<file path="config.mk">
export PLATFORM = sky130hd
export DESIGN_NAME = channel
export DESIGN_NICKNAME = d
export VERILOG_FILES = /design/src/rtl/channel.sv
export SDC_FILE = /design/constraint.sdc
export NUM_CORES = 1
export LEC_CHECK = 0
export ABC_AREA = 1
export BUFFER_PORTS_ARGS = -buffer_cell sky130_fd_sc_hd__buf_2
export CAP_MARGIN = 20
export CORE_AREA = 2 2 78 80
export CTS_CLUSTER_DIAMETER = 40
export CTS_CLUSTER_SIZE = 10
export DETAILED_ROUTE_END_ITERATION = 10
export DIE_AREA = 0 0 80 82
export PLACE_DENSITY = 0.83
export SLEW_MARGIN = 20
export SYNTH_ARGS = -nofsm -noshare
export SYNTH_HDL_FRONTEND = slang
export SYNTH_SLANG_ARGS = --single-unit
</file>
<file path="constraint.sdc">
create_clock -name clk -period 5.29 [get_ports clk]
set_input_delay 0.529 -clock clk [delete_from_list [all_inputs] [get_ports clk]]
set_output_delay 0.529 -clock clk [all_outputs]
set_load 0.01 [all_outputs]
</file>
<file path="src/rtl/channel.sv">
// Single-entry 4-phase bundled-data channel: one sender handshake in, one receiver handshake out.
// Ports: clk, rst (async, active high), s_req/s_data/s_ack (sender), r_req/r_data/r_ack (receiver),
//   status (00 IDLE, 01 SEND_PEND, 10 BUSY), xfer_count (only with CHANNEL_XFER_COUNT_EN).
module channel #(
  parameter int unsigned WIDTH = 64
) (
  input  logic             clk,
  input  logic             rst,
  input  logic             s_req,
  input  logic [WIDTH-1:0] s_data,
  output logic             s_ack,
  output logic             r_req,
  output logic [WIDTH-1:0] r_data,
  input  logic             r_ack,
  output logic [1:0]       status
`ifdef CHANNEL_XFER_COUNT_EN
  ,
  output logic [31:0]      xfer_count
`endif
);

  localparam logic [1:0] ST_IDLE = 2'b00;
  localparam logic [1:0] ST_PEND = 2'b01;
  localparam logic [1:0] ST_BUSY = 2'b10;

  typedef enum logic {
    S_IDLE,
    S_ACK
  } send_state_e;

  typedef enum logic [1:0] {
    R_IDLE,
    R_REQ,
    R_RTZ
  } recv_state_e;

  send_state_e send_q, send_d;
  recv_state_e recv_q, recv_d;

  logic             full_q, full_d;
  logic [WIDTH-1:0] buf_q, buf_d;

  logic capture;
  logic drain;

  // Send side: capture only into an empty buffer, judged by the
  // registered full flag, so a drain and a capture never share an edge.
  always_comb begin
    send_d  = send_q;
    capture = 1'b0;
    unique case (send_q)
      S_IDLE: begin
        if (s_req && !full_q) begin
          capture = 1'b1;
          send_d  = S_ACK;
        end
      end
      S_ACK: begin
        if (!s_req) begin
          send_d = S_IDLE;
        end
      end
    endcase
  end

  // Receive side: full is released on the edge that sees r_ack high.
  always_comb begin
    recv_d = recv_q;
    drain  = 1'b0;
    unique case (recv_q)
      R_IDLE: begin
        if (full_q) begin
          recv_d = R_REQ;
        end
      end
      R_REQ: begin
        if (r_ack) begin
          drain  = 1'b1;
          recv_d = R_RTZ;
        end
      end
      R_RTZ: begin
        if (!r_ack) begin
          recv_d = R_IDLE;
        end
      end
      default: begin
        recv_d = R_IDLE;
      end
    endcase
  end

  always_comb begin
    buf_d  = buf_q;
    full_d = full_q;
    if (capture) begin
      buf_d  = s_data;
      full_d = 1'b1;
    end else if (drain) begin
      full_d = 1'b0;
    end
  end

  always_ff @(posedge clk or posedge rst) begin
    if (rst) begin
      send_q <= S_IDLE;
      recv_q <= R_IDLE;
      full_q <= 1'b0;
      buf_q  <= '0;
    end else begin
      send_q <= send_d;
      recv_q <= recv_d;
      full_q <= full_d;
      buf_q  <= buf_d;
    end
  end

  assign s_ack  = (send_q == S_ACK);
  assign r_req  = (recv_q == R_REQ);
  assign r_data = buf_q;

  always_comb begin
    status = ST_IDLE;
    if (full_q || (send_q != S_IDLE) || (recv_q != R_IDLE)) begin
      status = ST_BUSY;
    end else if (s_req) begin
      status = ST_PEND;
    end
  end

`ifdef CHANNEL_XFER_COUNT_EN
  logic [31:0] xfer_count_q, xfer_count_d;

  always_comb begin
    xfer_count_d = xfer_count_q;
    if (drain) begin
      xfer_count_d = xfer_count_q + 32'd1;
    end
  end

  always_ff @(posedge clk or posedge rst) begin
    if (rst) begin
      xfer_count_q <= '0;
    end else begin
      xfer_count_q <= xfer_count_d;
    end
  end

  assign xfer_count = xfer_count_q;
`endif

endmodule

</file>
==> results.sh, run 1 <==
export IMPL_p_switching_mw=0.8390
export IMPL_tns_ns=0
export IMPL_final_layout_size_suffix_gt1_share_pct=36.55
export IMPL_grt_start_max_net_pins=69
export IMPL_synth_area_leaders="dfrtp_1 (62%), nand2_1 (19%), nand3_1 (12%), buf_4 (1.9%), buf_6 (1.7%)"
export IMPL_hold_viol_final=0
export IMPL_ir_drop_uv=310.1
export IMPL_fill_cells=521
export IMPL_final_instance_count_excl_fill=510
export IMPL_maxCapViolations=0
export IMPL_grt_pass1_wl_mm=10.53
export IMPL_finish_utilization_pct=63.94
export IMPL_worstSetupStartpointType="flip-flop"
export IMPL_cts_setup_buffers=0
export IMPL_report_final_slew_viol_count=0
export IMPL_p_comb_share_pct=37.5
export IMPL_htree_levels=3
export IMPL_clk_path_buf_depth=2
export IMPL_numCtsBuffers=9
export IMPL_die_area_um2=6560
export IMPL_period_needed_ns=2.226
export IMPL_die_w_um=80
export IMPL_synthArstFlopShare_pct=100.0
export IMPL_synth_fp_nets=369
export IMPL_num_vias=2425
export IMPL_drt_wl_total_mm=6.373
export IMPL_relSlewSlack_pct=43.14
export IMPL_routabilityCongestion=0.7648
export IMPL_seqPwrFrac_pct=39.6
export IMPL_firstDrtPassIters=5
export IMPL_synth_top_area_share_pct=62.44
export IMPL_drc=0
export IMPL_yosys_area_top_type="dfrtp_1"
export IMPL_outcome="completed"
export IMPL_first_global_vias=2381
export IMPL_cts_num_sinks=68
export IMPL_worstPathArrival_ns=2.44
export IMPL_timing_hold_ws_ns=0.4160
export IMPL_synthCells=301
export IMPL_placed_cell_area_um2=3422
export IMPL_switching_share_pct=37.04
export IMPL_nNetsFinal=498
export IMPL_ys_ff_latch=68
export IMPL_synth_most_common_cell="nand2_1"
export IMPL_critPathCaptureType="flip-flop"
export IMPL_worstPathRequired_ns=5.50
export IMPL_wl_per_cell_um=12.50
export IMPL_port_buffers=135
export IMPL_synth_ff_type="dfrtp_1"
export IMPL_max_freq_mhz=449.3
export IMPL_fin_area_um2=3674
export IMPL_setup_viol=0
export IMPL_p_int_mw=1.426
export IMPL_crit_fanout=51
export IMPL_post_place_cells=494
export IMPL_clkTransAtPathRegs_ns=0.07
export IMPL_num_antenna_cells=0
export IMPL_skew_ns=0.006564
export IMPL_core_area_um2=5746
export IMPL_clkPwrFrac_pct=23.0
export IMPL_ys_warn_count=0
export IMPL_fin_crit_sh_pct=42.08
export IMPL_die_y_um=82
export IMPL_syn_cell_area_um2=2725
export IMPL_synthTopCellsByCount="nand2_1 (138), dfrtp_1 (68), nand3_1 (65)"
export IMPL_synth_edf_count=0
export IMPL_drtIter0Drc=146
export IMPL_antenna_found_initial=0
export IMPL_cts_root_buf="clkbuf_8"
export IMPL_path_class="reg -> reg"
export IMPL_cts_hold_buf=0
export IMPL_tightest_slew_ns=0.8528
export IMPL_drtAntennaViolNets=0
export IMPL_power_density_nw_per_um2=616.6
export IMPL_start_util_pct=47.43
export IMPL_rsz0062_at_grt="false"
export IMPL_ys_types=12
export IMPL_seq_area_frac_synth_pct=62.44
export IMPL_power_leakage_nw=2.167
export IMPL_vias_per_cell=4.755
export IMPL_ctsResizeCount=0
export IMPL_io_pins=136
export IMPL_clkLatencyLatePin_ns=0.33
export IMPL_grt_usage_pct=20.77
export IMPL_rows=28
export IMPL_syn2layout_area_growth_pct=34.80
export IMPL_min_path_type="in -> async"
export IMPL_dp_hpwl_mm=4.280
export IMPL_syn_avg_cell_area_um2=9.054
export IMPL_tritoncts="yes"
export IMPL_grt_overflow=0
[state kept, by name, indices dropped and copies added, names as in the netlist]
| signal | flops |
|---|---|
| r_data | 64 |
| recv_q | 2 |
| full_q | 1 |
| s_ack | 1 |
[layout by cell type, fill, tap and decap left out]
cell	count
buf_2	134
nand2_1	137
dfrtp_1	68
buf_12	1
clkinv_4	1
buf_16	1
bufinv_16	3
clkbuf_8	10
clkinvlp_4	1
buf_4	3
inv_2	2
inv_1	2
nor2_1	3
o21ai_0	1
nor2_4	1
clkinv_2	1
nand3_1	65
nand2_2	1
[final cells by class]
cell class / count / area, µm² / area share, %
flip-flops and latches: 68 / 1702 / 46.32
multi-input cells: 208 / 873.3 / 23.77
repair buffers: 139 / 740.7 / 20.16
clock buffers: 10 / 137.6 / 3.747
clock inverters: 6 / 111.4 / 3.031
well taps: 75 / 93.84 / 2.554
inverters: 4 / 15.01 / 0.4087
[per-stage QoR]
stage / power (mW) / setup slack (ns)
after floorplan: 1.423 / 3.049
after global placement: 1.710 / 2.459
after detailed placement: 1.764 / 2.824
final: 2.265 / 3.064
after CTS: 2.291 / 3.052
after global routing: 2.449 / 2.887
[worst paths after layout]
kind                       depth (start not counted)                   start                endpoint  slack (ns)
max                                                7      full_q$_DFFE_PP0P_  r_data[42]$_DFFE_PP0P_        3.06
min                                                3                     rst  r_data[22]$_DFFE_PP0P_        0.42
max reg2reg                                        7      full_q$_DFFE_PP0P_  r_data[42]$_DFFE_PP0P_        3.06
min reg2reg                                        2  r_data[41]$_DFFE_PP0P_  r_data[41]$_DFFE_PP0P_        0.47
max in group asynchronous                          3                     rst  r_data[53]$_DFFE_PP0P_        4.28
min in group clk                                   2                   r_ack   recv_q[0]$_DFFE_PP0P_        0.42
[critical path: stages, from the launching register on]
cell and delay (ns):
dfrtp_1 0.43, nor2_4 0.33, buf_4 0.49, nand2_2 0.27
buf_12 0.25, buf_16 0.17, nand2_1 0.08, nand2_1 0.06
[cell families (layout without fill, tap and decap cells)]
kind of cell	after synthesis	count (layout)	share of synthesized area, %
AOI/OAI and AO/OA	1	1	0.1835
buffers and inverters	25	159	5.785
DFF	68	68	62.44
and+or+nand+nor	207	207	31.59
[routing by layer]
metal,global-route usage [%],share of wire [%],up-vias
li1,-,-,1211
met1,24.82,43,1106
met2,35.25,48,91
met3,3.626,6.3,17
met4,12.37,2.8,0
met5,0,0,-
[power by group through the flow]
stage | combinational (mW) | clock [mW] | sequential, mW
floorplan | 0.413 | 0 | 1.01
global placement | 0.810 | 0 | 0.900
detailed placement | 0.864 | 0 | 0.900
CTS | 0.863 | 0.532 | 0.896
global route | 0.962 | 0.558 | 0.930
finish | 0.849 | 0.520 | 0.896
No activity file was read; power rests on OpenSTA's default activity.
==> inputs of run 2 (changes only) <==
- CORE_AREA: 2 2 78 80 -> 2 2 85 87
- DIE_AREA: 0 0 80 82 -> 0 0 87 89
- PLACE_DENSITY: 0.83 -> 0.74
- clock period: 5.29 -> 1.79 ns (I/O delays scaled with it)
==> run 2 against run 1 <==
  * Sequential power grew to 3.0 times the previous value
  * Sequential share of layout area is 0.16 points higher
  * Register-to-register slack worse by 2.6 ns
  * Critical endpoint is now status[0]
  * Sequential cell count stayed put
  * Worst setup slack worse by 2.7 ns
==> results.sh, run 2 (synthesis results as in run 1) <==
export IMPL_outcome="completed"
export IMPL_power_density_nw_per_um2=1786
export IMPL_multi_input_area_um2=873.3
export IMPL_crit_fanout=4
export IMPL_grt_start_max_net_pins=69
export IMPL_worstSetupStartpointType="flip-flop"
export IMPL_final_instance_count_excl_fill=519
export IMPL_max_freq_mhz=706.5
export IMPL_die_area_um2=7743
export IMPL_clk_path_buf_depth=2
export IMPL_ir_drop_uv=1119
export IMPL_hold_viol_final=0
export IMPL_num_vias=2475
export IMPL_period_needed_ns=1.415
export IMPL_cts_num_sinks=68
export IMPL_cp_top_family="flip-flops"
export IMPL_htree_levels=3
export IMPL_tightest_slew_ns=0.3912
export IMPL_die_w_um=87
export IMPL_path_buf_inv=1
export IMPL_port_buffers=135
export IMPL_skew_ns=0.005901
export IMPL_clkLatencyLatePin_ns=0.33
export IMPL_reg2regPathDepth=4
export IMPL_hp_start="r_ack"
export IMPL_wl_per_cell_um=13.01
export IMPL_r2r_slack_ns=0.50
export IMPL_drt_wl_total_mm=6.754
export IMPL_drtIter0Drc=89
export IMPL_num_antenna_cells=0
export IMPL_power_leakage_nw=2.161
export IMPL_cpMostUsedCell="nor2_1"
export IMPL_tritoncts="yes"
export IMPL_cts_root_buf="clkbuf_8"
export IMPL_cts_setup_buffers=0
export IMPL_rows=30
export IMPL_finish_utilization_pct=54.49
export IMPL_report_final_slew_viol_count=0
export IMPL_worstPathRequired_ns=1.61
export IMPL_regArea_um2=1702
export IMPL_final_common_cell="nand2_1"
export IMPL_first_global_vias=2361
export IMPL_dp_hpwl_mm=4.668
export IMPL_maxCapViolations=0
export IMPL_path_cells="nor2_1 -> nand2_1 -> nor2_1 -> buf_2"
export IMPL_layout_common_cells="nand2_1 (137), buf_2 (135), dfrtp_1 (68)"
export IMPL_fill_cells=637
export IMPL_critPathCaptureType="output pin"
export IMPL_drc=0
export IMPL_routabilityCongestion=0.7378
export IMPL_antenna_found_initial=0
export IMPL_hold_depth=2
export IMPL_nNetsFinal=502
export IMPL_numCtsBuffers=9
export IMPL_grt_pass1_wl_mm=10.73
export IMPL_timing_rr_start="full_q$_DFFE_PP0P_"
export IMPL_setup_viol=0
export IMPL_ctsResizeCount=0
export IMPL_worstPathArrival_ns=1.24
export IMPL_grt_overflow=0
export IMPL_rsz0062_at_grt="false"
export IMPL_path_class="reg -> out"
export IMPL_min_path_type="in -> reg"
export IMPL_tns_ns=0
export IMPL_syn2layout_area_growth_pct=34.34
export IMPL_timing_hold_ws_ns=0.07423
export IMPL_pre_cts_slack_ns=0.5190
export IMPL_firstDrtPassIters=4
export IMPL_final_layout_size_suffix_gt1_share_pct=36.67
export IMPL_start_util_pct=40.56
export IMPL_min_to="recv_q[0]$_DFFE_PP0P_"
export IMPL_relSlewSlack_pct=73.92
export IMPL_post_place_cells=502
export IMPL_largest_reg_flops=64
export IMPL_cts_hold_buf=1
export IMPL_setup_ws_ns=0.3746
export IMPL_r2r_end="r_data[34]$_DFFE_PP0P_"
export IMPL_grt_usage_pct=17.54
export IMPL_die_y_um=89
export IMPL_drtAntennaViolNets=0
export IMPL_max_stage_delay_ns=0.41
export IMPL_vias_per_cell=4.769
export IMPL_fin_crit_sh_pct=79.07
export IMPL_core_area_um2=6719
export IMPL_crit_slowest_cell="dfrtp_1"
export IMPL_clkTransAtPathRegs_ns=0.07
export IMPL_io_pins=136
-- run 2: layout make-up --
cell class              count  share of cell area, %
repair buffers            143                  20.51
multi-input cells         208                  23.86
clock buffers              11                  3.862
flip-flops and latches     68                  46.48
well taps                  80                  2.734
inverters                   4                 0.5126
clock inverters             5                  2.051
-- run 2: power breakdown --
part	internal, mW	leakage [nW]	switching, mW	total [mW]
Sequential	2.26	0.846	0.408	2.67
Clock	0.816	0.113	0.548	1.36
Combinational	0.968	1.20	1.53	2.50
-- run 2: worst max path at each step --
stage / startpoint / to / slack [ns] / depth (start not counted)
floorplan: s_ack$_DFF_PP0_ / status[0] / 0.63 / 4
global placement: full_q$_DFFE_PP0P_ / r_data[22]$_DFFE_PP0P_ / 0.55 / 4
detailed placement: full_q$_DFFE_PP0P_ / r_data[23]$_DFFE_PP0P_ / 0.52 / 4
CTS: recv_q[0]$_DFFE_PP0P_ / status[0] / 0.35 / 4
global route: full_q$_DFFE_PP0P_ / status[0] / 0.30 / 4
finish: recv_q[0]$_DFFE_PP0P_ / status[0] / 0.37 / 4
-- run 2: stage by stage --
step                cell area, µm²  total power, mW
detailed placement            3435            5.222
floorplan                     2729            4.205
finish                        3661            6.537
global placement              3435            5.116
CTS                           3661            6.616
global route                  3661            7.046
-- run 2: metal layers --
layer  share of wire [%]  routed length, µm  GRT usage (%)  up-vias
met2                  50               3352          29.08       85
met5                   0                  0              0        -
li1                    -                  -              -     1216
met3                 6.2                418          3.786       10
met1                  43               2887          22.26     1164
met4                 1.4                 96          7.670        0
